$ cat config.mk
export PLATFORM = sky130hd
export DESIGN_NAME = snoop_bus_responder
export DESIGN_NICKNAME = d
export VERILOG_FILES = /design/src/rtl/snoop_bus_responder.sv
export SDC_FILE = /design/constraint.sdc
export NUM_CORES = 1
export LEC_CHECK = 0
export BUFFER_PORTS_ARGS = -buffer_cell sky130_fd_sc_hd__clkbuf_2
export CORE_AREA = 8 8 96 98
export CTS_CLUSTER_DIAMETER = 80
export DETAILED_ROUTE_END_ITERATION = 16
export DIE_AREA = 0 0 104 106
export PLACE_DENSITY = 0.66
export RECOVER_POWER = 25
export SYNTH_ARGS = -nofsm -noshare
export SYNTH_HDL_FRONTEND = slang
export SYNTH_SLANG_ARGS = --single-unit
export TNS_END_PERCENT = 10
$ cat constraint.sdc
create_clock -name clk -period 2.79 [get_ports clk]
set_input_delay 0.279 -clock clk [delete_from_list [all_inputs] [get_ports clk]]
set_output_delay 0.279 -clock clk [all_outputs]
set_load 0.01 [all_outputs]
$ cat src/rtl/snoop_bus_responder.sv
// ---------------------------------------------------------------------------
// snoop_bus_responder
//
// Shared-bus side of the LLC bus protocol. Accepts one bus operation from a
// requesting LLC, broadcasts it to every other agent, collects and combines
// the snoop results, waits for the HITM owner's writeback when the operation
// needs the data, and returns the combined result. One transaction in flight.
//
// Handshakes: a transfer happens on a rising clk edge where valid && ready.
// The request side holds req_* stable while req_valid is high; the response
// side holds rsp_result/rsp_err stable while rsp_valid is high and not yet
// accepted. Neither ready depends combinationally on the matching valid.
//
// Ports
//   clk, rst_n            clock, asynchronous active-low reset
//   req_valid/req_ready   request handshake (req_ready = FSM in IDLE)
//   req_op                READ=1 WRITE=2 INVALIDATE=3 RWIM=4
//   req_addr, req_id      line address, requesting agent (never snooped)
//   snp_valid             one-cycle snoop strobe per agent
//   snp_op, snp_addr      broadcast op/address, held until next accept
//   snp_rsp_valid         per-agent snoop response strobe
//   snp_rsp               per-agent result, 2 bits each: HIT=00 HITM=01 NOHIT=10
//   wb_done               per-agent writeback-complete strobe
//   rsp_valid/rsp_ready   response handshake
//   rsp_result            HIT=00 HITM=01 NOHIT=10 NORESULT=11
//   rsp_err               protocol error or timeout in this transaction
//   dbg_state             FSM state: 0 IDLE, 1 SNOOP, 2 WAIT_WB, 3 RESP
//
// Optional feature macro: SNOOP_BUS_STATS_EN
//   When defined, adds saturating 32-bit counters stat_txn (response
//   handshakes), stat_hitm (HITM results handed over) and stat_timeout
//   (SNOOP or WAIT_WB timeouts). When undefined these ports do not exist.
// ---------------------------------------------------------------------------
module snoop_bus_responder #(
  parameter int NUM_AGENTS    = 4,
  parameter int SNOOP_TIMEOUT = 8,
  parameter int WB_TIMEOUT    = 16,
  localparam int AW = (NUM_AGENTS > 1) ? $clog2(NUM_AGENTS) : 1
) (
  input  logic                    clk,
  input  logic                    rst_n,
  input  logic                    req_valid,
  output logic                    req_ready,
  input  logic [2:0]              req_op,
  input  logic [31:0]             req_addr,
  input  logic [AW-1:0]           req_id,
  output logic [NUM_AGENTS-1:0]   snp_valid,
  output logic [2:0]              snp_op,
  output logic [31:0]             snp_addr,
  input  logic [NUM_AGENTS-1:0]   snp_rsp_valid,
  input  logic [2*NUM_AGENTS-1:0] snp_rsp,
  input  logic [NUM_AGENTS-1:0]   wb_done,
  output logic                    rsp_valid,
  input  logic                    rsp_ready,
  output logic [1:0]              rsp_result,
  output logic                    rsp_err,
  output logic [1:0]              dbg_state
`ifdef SNOOP_BUS_STATS_EN
  ,
  output logic [31:0]             stat_txn,
  output logic [31:0]             stat_hitm,
  output logic [31:0]             stat_timeout
`endif
);

  localparam logic [2:0] OP_READ  = 3'd1;
  localparam logic [2:0] OP_WRITE = 3'd2;
  localparam logic [2:0] OP_INV   = 3'd3;
  localparam logic [2:0] OP_RWIM  = 3'd4;

  localparam logic [1:0] RES_HIT      = 2'b00;
  localparam logic [1:0] RES_HITM     = 2'b01;
  localparam logic [1:0] RES_NOHIT    = 2'b10;
  localparam logic [1:0] RES_NORESULT = 2'b11;

  localparam int TMAX = (SNOOP_TIMEOUT > WB_TIMEOUT) ? SNOOP_TIMEOUT : WB_TIMEOUT;
  localparam int CW   = $clog2(TMAX + 2);

  typedef enum logic [1:0] {
    S_IDLE    = 2'd0,
    S_SNOOP   = 2'd1,
    S_WAIT_WB = 2'd2,
    S_RESP    = 2'd3
  } state_t;

  state_t                  state_q, state_n;
  logic [2:0]              op_q, op_n;
  logic [31:0]             addr_q, addr_n;
  logic [AW-1:0]           id_q, id_n;
  logic [NUM_AGENTS-1:0]   pend_q, pend_n;
  logic [NUM_AGENTS-1:0]   hit_q, hit_n;
  logic [NUM_AGENTS-1:0]   hitm_q, hitm_n;
  logic [NUM_AGENTS-1:0]   snpv_q, snpv_n;
  logic [CW-1:0]           cnt_q, cnt_n;
  logic [AW-1:0]           owner_q, owner_n;
  logic [1:0]              result_q, result_n;
  logic                    err_q, err_n;
  logic                    snoop_to, wb_to;

  logic [NUM_AGENTS-1:0]   req_mask;
  logic [NUM_AGENTS-1:0]   accepted;
  logic [NUM_AGENTS-1:0]   acc_hit, acc_hitm;
  logic [NUM_AGENTS-1:0]   hit_all, hitm_all, pend_left;
  logic [AW-1:0]           owner_c;
  logic                    multi_hitm;

  // Everyone except the requester is snooped.
  assign req_mask = ~(NUM_AGENTS'(1) << req_id);

  // Only strobes from agents still pending are logged; this drops strobes
  // from the requester, from agents that already answered, and stray ones.
  assign accepted  = snp_rsp_valid & pend_q;
  assign pend_left = pend_q & ~accepted;
  assign hit_all   = hit_q | acc_hit;
  assign hitm_all  = hitm_q | acc_hitm;
  assign multi_hitm = |(hitm_all & (hitm_all - NUM_AGENTS'(1)));

  always_comb begin
    acc_hit  = '0;
    acc_hitm = '0;
    for (int i = 0; i < NUM_AGENTS; i++) begin
      acc_hit[i]  = accepted[i] && (snp_rsp[2*i +: 2] == RES_HIT);
      acc_hitm[i] = accepted[i] && (snp_rsp[2*i +: 2] == RES_HITM);
    end
  end

  // Lowest-index HITM agent owns the line.
  always_comb begin
    owner_c = '0;
    for (int i = NUM_AGENTS - 1; i >= 0; i--) begin
      if (hitm_all[i]) owner_c = AW'(i);
    end
  end

  // Next-state and datapath control.
  always_comb begin
    state_n  = state_q;
    op_n     = op_q;
    addr_n   = addr_q;
    id_n     = id_q;
    pend_n   = pend_q;
    hit_n    = hit_q;
    hitm_n   = hitm_q;
    snpv_n   = '0;
    cnt_n    = cnt_q;
    owner_n  = owner_q;
    result_n = result_q;
    err_n    = err_q;
    snoop_to = 1'b0;
    wb_to    = 1'b0;

    case (state_q)
      S_IDLE: begin
        if (req_valid) begin
          op_n     = req_op;
          addr_n   = req_addr;
          id_n     = req_id;
          hit_n    = '0;
          hitm_n   = '0;
          cnt_n    = '0;
          owner_n  = '0;
          err_n    = 1'b0;
          result_n = RES_NORESULT;
          if (req_op == OP_READ || req_op == OP_INV || req_op == OP_RWIM) begin
            state_n = S_SNOOP;
            pend_n  = req_mask;
            snpv_n  = req_mask;
          end else begin
            // WRITE needs no snoop; anything outside the op set is an error.
            state_n = S_RESP;
            pend_n  = '0;
            err_n   = (req_op != OP_WRITE);
          end
        end
      end

      S_SNOOP: begin
        pend_n = pend_left;
        hit_n  = hit_all;
        hitm_n = hitm_all;
        cnt_n  = cnt_q + CW'(1);
        // cnt_q counts snoop cycles already completed, so the decision at
        // cnt_q == SNOOP_TIMEOUT still includes responses arriving now.
        if (pend_left == '0 || cnt_q == CW'(SNOOP_TIMEOUT)) begin
          snoop_to = (pend_left != '0);
          pend_n   = '0;
          owner_n  = owner_c;
          if (snoop_to || multi_hitm) err_n = 1'b1;
          if (hitm_all != '0)      result_n = RES_HITM;
          else if (hit_all != '0)  result_n = RES_HIT;
          else                     result_n = RES_NOHIT;
          if (hitm_all != '0 && op_q != OP_INV) begin
            state_n = S_WAIT_WB;
            cnt_n   = CW'(1);
          end else begin
            // An INVALIDATE that finds a modified copy is a protocol error;
            // the data is discarded rather than written back.
            if (hitm_all != '0) err_n = 1'b1;
            state_n = S_RESP;
          end
        end
      end

      S_WAIT_WB: begin
        if (wb_done[owner_q]) begin
          state_n = S_RESP;
        end else if (cnt_q == CW'(WB_TIMEOUT)) begin
          state_n = S_RESP;
          err_n   = 1'b1;
          wb_to   = 1'b1;
        end else begin
          cnt_n = cnt_q + CW'(1);
        end
      end

      S_RESP: begin
        if (rsp_ready) begin
          state_n  = S_IDLE;
          err_n    = 1'b0;
          result_n = RES_NORESULT;
        end
      end

      default: state_n = S_IDLE;
    endcase
  end

  always_ff @(posedge clk or negedge rst_n) begin
    if (!rst_n) begin
      state_q  <= S_IDLE;
      op_q     <= '0;
      addr_q   <= '0;
      id_q     <= '0;
      pend_q   <= '0;
      hit_q    <= '0;
      hitm_q   <= '0;
      snpv_q   <= '0;
      cnt_q    <= '0;
      owner_q  <= '0;
      result_q <= RES_NORESULT;
      err_q    <= 1'b0;
    end else begin
      state_q  <= state_n;
      op_q     <= op_n;
      addr_q   <= addr_n;
      id_q     <= id_n;
      pend_q   <= pend_n;
      hit_q    <= hit_n;
      hitm_q   <= hitm_n;
      snpv_q   <= snpv_n;
      cnt_q    <= cnt_n;
      owner_q  <= owner_n;
      result_q <= result_n;
      err_q    <= err_n;
    end
  end

  assign req_ready  = (state_q == S_IDLE);
  assign rsp_valid  = (state_q == S_RESP);
  assign rsp_result = result_q;
  assign rsp_err    = err_q;
  assign snp_valid  = snpv_q;
  assign snp_op     = op_q;
  assign snp_addr   = addr_q;
  assign dbg_state  = state_q;

`ifdef SNOOP_BUS_STATS_EN
  logic rsp_fire;
  assign rsp_fire = (state_q == S_RESP) && rsp_ready;

  always_ff @(posedge clk or negedge rst_n) begin
    if (!rst_n) begin
      stat_txn     <= '0;
      stat_hitm    <= '0;
      stat_timeout <= '0;
    end else begin
      if (rsp_fire && stat_txn != '1) stat_txn <= stat_txn + 32'd1;
      if (rsp_fire && result_q == RES_HITM && stat_hitm != '1)
        stat_hitm <= stat_hitm + 32'd1;
      if ((snoop_to || wb_to) && stat_timeout != '1)
        stat_timeout <= stat_timeout + 32'd1;
    end
  end
`endif

endmodule

Word-level counts from Yosys, hierarchy flattened
Cells that the tools add are included.
- logic and storage cells: 124
- bits of input ports: 57
- output and inout port bits: 46
- register bits after elaboration: 63
- multiplexer cells: 48
- reduce and logical (&&, ||, !) cells: 33
- eq/ne operators: 21
- bitwise logic cells: 7
- $add $sub $neg: 2
- $lt $le $gt $ge: 1
- shifts and indexed selects: 1
- operator list (kind ; number):
    $mux W2 ; 17
    $mux W5 ; 5
    $mux W4 ; 6
    $pmux W4 S2 ; 3
    $pmux W5 S3 ; 1
    $and A4 B4 Y4 ; 3
    $reduce_and A4 Y1 ; 3
    $reduce_bool A4 Y1 ; 3
    $mux W1 ; 11
    $eq A2 B1 Y1 const B ; 5
    $logic_not A2 Y1 ; 5
    $ne A2 B2 Y1 const B ; 5
    $logic_and A1 B1 Y1 ; 9
    $not A4 Y4 ; 2
    $or A4 B4 Y4 ; 2
    $pmux W2 S4 ; 1
    $ne A3 B2 Y1 const B ; 2
    $pmux W2 S3 ; 1
    $reduce_bool A3 Y1 ; 2
    $add A5 B1 Y5 const B ; 1
    $eq A5 B4 Y1 const B ; 1
    $eq A5 B5 Y1 const B ; 1
    $reduce_and A5 Y1 ; 1
    $eq A2 B2 Y1 const B ; 2
    other kinds (17) ; 21

Longest topological paths before layout
Gate-level depths: netlist of run 1.
- depth in word-level cells: 12
- mapped depth: 9
- gate-level depth less buffers: 7

Worst setup path after synthesis of run 1
No wires, ideal clock.
- kind: register -> register
- start point: register state_q[0], in the netlist dbg_state[0]
- end point: register state_q[0], in the netlist dbg_state[0]
- setup time: 124 ps
- data arrival time: 1913 ps
- data required time: 2666 ps
- cell stages (with the launch flop): 10
- clock period less this slack: 2036 ps
- slack: 754 ps
- buffers on the path: 2
- cell sequence: dfrtp_1 -> inv_1 -> ha_1 -> buf_2 -> nand2b_2 -> buf_6 -> o21ai_0 -> a221oi_1 -> nand3b_1 -> a2bb2oi_1
- longest elaborated chain between the ends: 3
- elaborated cells on any way between the ends: 10
- classes of those cells: 7 x eq/ne; 1 x mux; 2 x reduce/logical
- RTL lines (item ; line ; text):
    start: declaration ; 86 ; state_t state_q, state_n;
    start signal: assignment ; 243 ; state_q <= state_n;
    $logic_not A2 Y1 (*) ; - ;
    via req_ready ; 43 ; output logic req_ready,
    $ne A2 B2 Y1 (no source line) ; - ;
    $reduce_and A4 Y1 (no source line) ; - ;
The timed path passes the listed nets; every way through them passes the cells marked *.
A chain may end at the register's enable or synchronous reset.

Worst setup path after layout of run 1
- start point: register state_q[0], in the netlist dbg_state[0]
- end point: register state_q[0], in the netlist dbg_state[0]
- longest elaborated chain between the ends: 3
- elaborated cells on any way between the ends: 10
- classes of those cells: 7 x eq/ne; 1 x mux; 2 x reduce/logical
- RTL lines (item ; line ; text):
    $eq A2 B2 Y1, or another cell as far along ; 152 ; case (state_q)
    $ne A3 B3 Y1 (no source line), or another cell as far along ; - ;
    $reduce_and A4 Y1 (no source line) ; - ;
Parallel ways exist; a longest one is shown, timed or not.

==> results of run 1 <==
[metal layers]
metal	track usage	part of all wire	up-vias
met5	0	0	-
met2	0.2067	0.43	94
met3	0.06473	0.10	16
met4	0.06515	0.021	0
met1	0.1629	0.44	1169
li1	-	-	1201
[cell families after synthesis]
logic type / count (synthesis) / share of synthesized area
buffers and inverters: 19 / 0.02587
DFF: 63 / 0.5101
muxes: 39 / 0.1443
adders and majority gates: 6 / 0.02425
AOI/OAI and AO/OA: 59 / 0.1455
and+or+nand+nor: 83 / 0.1500
[metrics by stage]
step                      hold slack, ns  total power, mW  std cells  setup slack, ns
after global routing              0.1454            4.458        486           0.3417
after detailed placement          0.4929            3.297        470           0.5668
final                             0.1603            4.161        486           0.5461
after CTS                         0.1358            4.219        486           0.5524
after global placement            0.4874            3.241        470           0.7459
after floorplan                 -0.01659            2.651        269           0.7537
[sequential cells by signal, indices dropped and copies added (netlist names)]
signal / count
rsp_err: 1
rsp_result: 2
snp_op: 3
snp_valid: 4
cnt_q: 5
pend_q: 4
hitm_q: 4
snp_addr: 32
hit_q: 4
dbg_state: 2
owner_q: 2
[layout make-up]
cell class | count | area share
Clock buffer | 9 | 0.03140
Clock inverter | 7 | 0.02632
Inverter | 10 | 0.009515
Multi-Input combinational cell | 187 | 0.3647
Sequential cell | 63 | 0.4003
Tap cell | 105 | 0.03330
Timing Repair Buffer | 105 | 0.1345
[worst max-delay path, cell delays in order (launching register included)]
cell,delay [ns]
dfrtp_1,0.42
inv_1,0.11
ha_1,0.34
nand2b_2,0.23
o21ai_0,0.24
a221oi_1,0.47
nand3b_1,0.17
a2bb2oi_1,0.16
[power by group through the flow]
stage | combinational (mW) | sequential [mW] | clock (mW)
2_1_floorplan | 1.06 | 1.59 | 0
3_3_place_gp | 1.78 | 1.46 | 0
3_5_place_dp | 1.81 | 1.48 | 0
4_1_cts | 1.82 | 1.47 | 0.930
5_1_grt | 1.98 | 1.51 | 0.967
6_report | 1.79 | 1.47 | 0.903
[layout by cell type, fill, tap and decap left out, drive strengths merged, types with 6 or more instances in the layout]
master,netlist,layout
a21oi,13,13
o21ai,14,14
nand2b,12,12
clkbuf,3,112
ha,6,6
dfrtp,61,61
inv,10,13
nand3,6,6
nand2,12,12
mux2,35,35
nor2,21,21
nor3,9,9
a31oi,6,6
[path summary, 6_finish.rpt]
path / from / endpoint / depth (start not counted)
max: dbg_state[0] / dbg_state[0] / 7
min reg2reg: snp_addr[21] / snp_addr[21] / 1
min: req_addr[23] / snp_addr[23] / 2
max reg2reg: dbg_state[0] / dbg_state[0] / 7
max in group asynchronous: rst_n / snp_valid[1] / 2
min in group asynchronous: rst_n / dbg_state[0] / 2
==> flow_metrics.tcl, run 1 <==
set metrics [dict create \
    outcome "finished, violations left" \
    violations "max-capacitance violations, max-slew violations" \
    p_sw_mw 1.567 \
    clock_path_buffers 2 \
    antennaDiodeCount 0 \
    drive_above_1_share 0.4567 \
    ctsResizeCount 0 \
    maxSlewHeadroom -0.01607 \
    synthTopCellsByArea "dfrtp_1 (49%), mux2_2 (13%), nor2_1 (2.5%)" \
    maxCapViolations 1 \
    min_period_over_period 0.8043 \
    synth_seq_cells 63 \
    fp-row-count 33 \
    htree_levels 3 \
    hold_class "input port to flip-flop" \
    clk_latency_ns 0.34 \
    firstDrtPassIters 4 \
    cts_sinks 63 \
    worst_slew_pin_slew_ns 1.524 \
    fmax_mhz 445.7 \
    die-height_um 106 \
    netlist_top_cells_count "dfrtp_1 (61), mux2_2 (35), nor2_1 (21)" \
    grt_pass1_wl_um 12330 \
    yosysSeqAreaShare 0.5101 \
    clock_skew_ns 0.01135 \
    synthArstFlopShare 1.000 \
    ir_worst_vdd_mv 0.5382 \
    multi_input_area_um2 1439 \
    antenna_left 0 \
    p_int_mw 2.594 \
    dpl-instance-area_um2 3720 \
    grt_start_max_net_pins 64 \
    min_period_ns 2.244 \
    drtIter0Drc 117 \
    route.detailed.drc 0 \
    power.leakage_nw 1.933 \
    ff_latch_area_um2 1579 \
    post-dp-hpwl_um 5898 \
    grt_pass1_vias 2578 \
    wirelength_um 7626 \
    syn_inst 269 \
    rsz0062_at_grt "false" \
    area_growth_pct 27.45 \
    top_level_ports 103 \
    die-area_um2 11020 \
    clkPwrFrac 0.217 \
    root_buffer "clkbuf_8" \
    wl_per_cell_um 15.69 \
    fillCellCount 770 \
    worst-setup-path-type "flip-flop to flip-flop" \
    utilization 0.5029 \
    finalNetCount 439 \
    design_area_um2 3945 \
    core_region_area_um2 7845 \
    synth-edff-count 0 \
    vias 2480 \
    synth_most_common_cell "dfrtp_1" \
    r2r_setup_slack_ns 0.55 \
    post_cts_buffers 0 \
    share_comb_of_total_power 0.430 \
    io_buffers 102 \
    postCtsHoldBufs 0 \
    ys.flop_type "dfrtp_1" \
    cts_buffers 9 \
    cts_tree "done" \
    seq_power_share 0.353 \
    setup_violations 0 \
    worstSetupStartpointType "flip-flop" \
    gp_congestion 0.7978 \
    yosysWarnings 0 \
    yosysTopAreaCellShare 0.4931 \
    endpoint_kind "flip-flop" \
    worstPathArrival_ns 2.47 \
    track_usage 0.1372 \
    slew_violations 64 \
    required_ns 3.02 \
    syn_avg_cell_area_um2 11.51 \
    die_w_um 104 \
    start_util 0.3946 \
    syn_nets 332 \
    sw_frac_of_total 0.3766 \
    ys_types 53 \
    p_per_area_nw_per_um2 1055 \
    vias_per_cell 5.103 \
    setup_tns_ns 0 \
    hold_viol_final 0 \
    antenna_found_initial 0 \
    yosys.area.top_type "dfrtp_1" \
    syn_area_um2 3095 \
    grt_overflow 0 \
    cp_max_fo 10 \
    clk_pin_slew_worst_paths_ns 0.08 \
]
No activity file was read; power rests on OpenSTA's default activity.
==> run 2, diff against run 1 <==
Clock period 2.79 ns to 2.1 ns, I/O delays scaled along.
==> flow_metrics.tcl, run 2 (same netlist as run 1, synthesis figures left out) <==
set metrics [dict create \
    outcome "completed" \
    die-area_um2 11020 \
    gp_congestion 0.8136 \
    min_to "snp_addr[7]" \
    wl_per_cell_um 15.49 \
    setup_violations 0 \
    die_w_um 104 \
    antennaDiodeCount 0 \
    worstSetupStartpointType "flip-flop" \
    rr_worst_depth 7 \
    drive_above_1_share 0.4021 \
    setup_tns_ns 0 \
    vias 2495 \
    min_period_over_period 0.9013 \
    grt_start_max_net_pins 45 \
    final_common_cell "clkbuf_2" \
    cts_buffers 9 \
    cts_sinks 63 \
    area_growth_pct 27.93 \
    post_cts_buffers 0 \
    regToRegEndpoint "owner_q[0]" \
    cp_max_fo 13 \
    antenna_left 0 \
    worstPathArrival_ns 2.12 \
    top_level_ports 103 \
    r2r_setup_slack_ns 0.21 \
    ir_worst_vdd_mv 0.7611 \
    hold_viol_final 0 \
    p_per_area_nw_per_um2 1361 \
    fmax_mhz 528.4 \
    largest_reg_flops 32 \
    rsz0062_at_grt "false" \
    hold_class "input port to flip-flop" \
    htree_levels 3 \
    min_from "req_addr[7]" \
    io_buffers 102 \
    clk_latency_ns 0.34 \
    stdcell_count 493 \
    cts_tree "done" \
    worstHoldPathCells 2 \
    endpoint_kind "flip-flop" \
    clock_path_buffers 2 \
    min_period_ns 1.893 \
    post-dp-hpwl_um 5890 \
    start_util 0.3946 \
    die-height_um 106 \
    finalNetCount 446 \
    firstDrtPassIters 6 \
    drtIter0Drc 74 \
    worst-setup-path-type "flip-flop to flip-flop" \
    slew_violations 0 \
    power.leakage_nw 1.879 \
    worst_slew_pin_slew_ns 1.170 \
    clk_pin_slew_worst_paths_ns 0.07 \
    root_buffer "clkbuf_8" \
    clock_skew_ns 0.006147 \
    required_ns 2.33 \
    grt_pass1_vias 2649 \
    maxSlewHeadroom 0.2200 \
    r2r-start "dbg_state[0]" \
    fp-row-count 33 \
    grt_pass1_wl_um 12620 \
    route.detailed.drc 0 \
    track_usage 0.1418 \
    final_cell_mix "clkbuf_2 (77), dfrtp_1 (61), mux2_2 (35)" \
    antenna_found_initial 0 \
    maxCapViolations 0 \
    dp.cells 476 \
    wirelength_um 7638 \
    grt_overflow 0 \
    core_region_area_um2 7845 \
    vias_per_cell 5.061 \
]
## run 2: worst max path at each step
stage                            start            end  slack (ns)  cells past startpoint
after global routing      dbg_state[1]  rsp_result[1]        0.04                      8
final                     dbg_state[0]     owner_q[0]        0.21                      7
after floorplan           dbg_state[0]   dbg_state[0]        0.06                      9
after CTS                     cnt_q[0]   dbg_state[0]         0.1                      7
after global placement        cnt_q[0]   dbg_state[0]        0.25                      7
after detailed placement      cnt_q[0]   dbg_state[0]        0.11                      7
## run 2: metal layers
layer  wire, µm  up-vias  global-route usage
met2       3394       93              0.2163
met4        115        0             0.05171
met1       3316     1179              0.1620
met5          0        -                   0
li1           -     1214                   -
met3        811        9             0.08288
## run 2: cell type report
class	count	area, µm²
Fill cell	734	3885
Sequential cell	63	1579
Multi-Input combinational cell	187	1445
Timing Repair Buffer	112	569.3
Tap cell	105	131.4
Clock buffer	9	123.9
Clock inverter	7	73.82
Inverter	10	37.54
## run 2: worst max-delay path: stages (launching register included)
cell and delay (ns):
dfrtp_1 0.41, inv_1 0.10, ha_1 0.32, nand2_2 0.12, buf_4 0.21, nand2_1 0.18
and3_1 0.19, a32o_1 0.25
## run 2: through the flow
stage / setup slack (ns) / power [mW] / hold WS, ns / instance area (µm²) / util
final: 0.2074 / 5.390 / 0.09825 / 3960 / 0.5048
after floorplan: 0.06374 / 3.522 / -0.08559 / 3095 / -
after global routing: 0.03707 / 5.794 / 0.07038 / 3960 / 0.5048
after CTS: 0.09712 / 5.485 / 0.08172 / 3985 / 0.5080
after global placement: 0.2522 / 4.345 / 0.2163 / 3777 / 0.4815
after detailed placement: 0.1094 / 4.415 / 0.2177 / 3777 / 0.4815
## run 2: repair_timing
item / in CTS / in global routing
gates resized for setup: 0 / 1
hold buffers: 1 / 0
setup endpoints to repair: 0 / 1
hold endpoints to repair: 19 / 0
## run 2: where the power goes
group | total (mW) | internal (mW) | switching, mW
Combinational | 2.40 | 1.08 | 1.32
Sequential | 1.94 | 1.67 | 0.268
Clock | 1.05 | 0.549 | 0.500
Total | 5.39 | 3.30 | 2.09
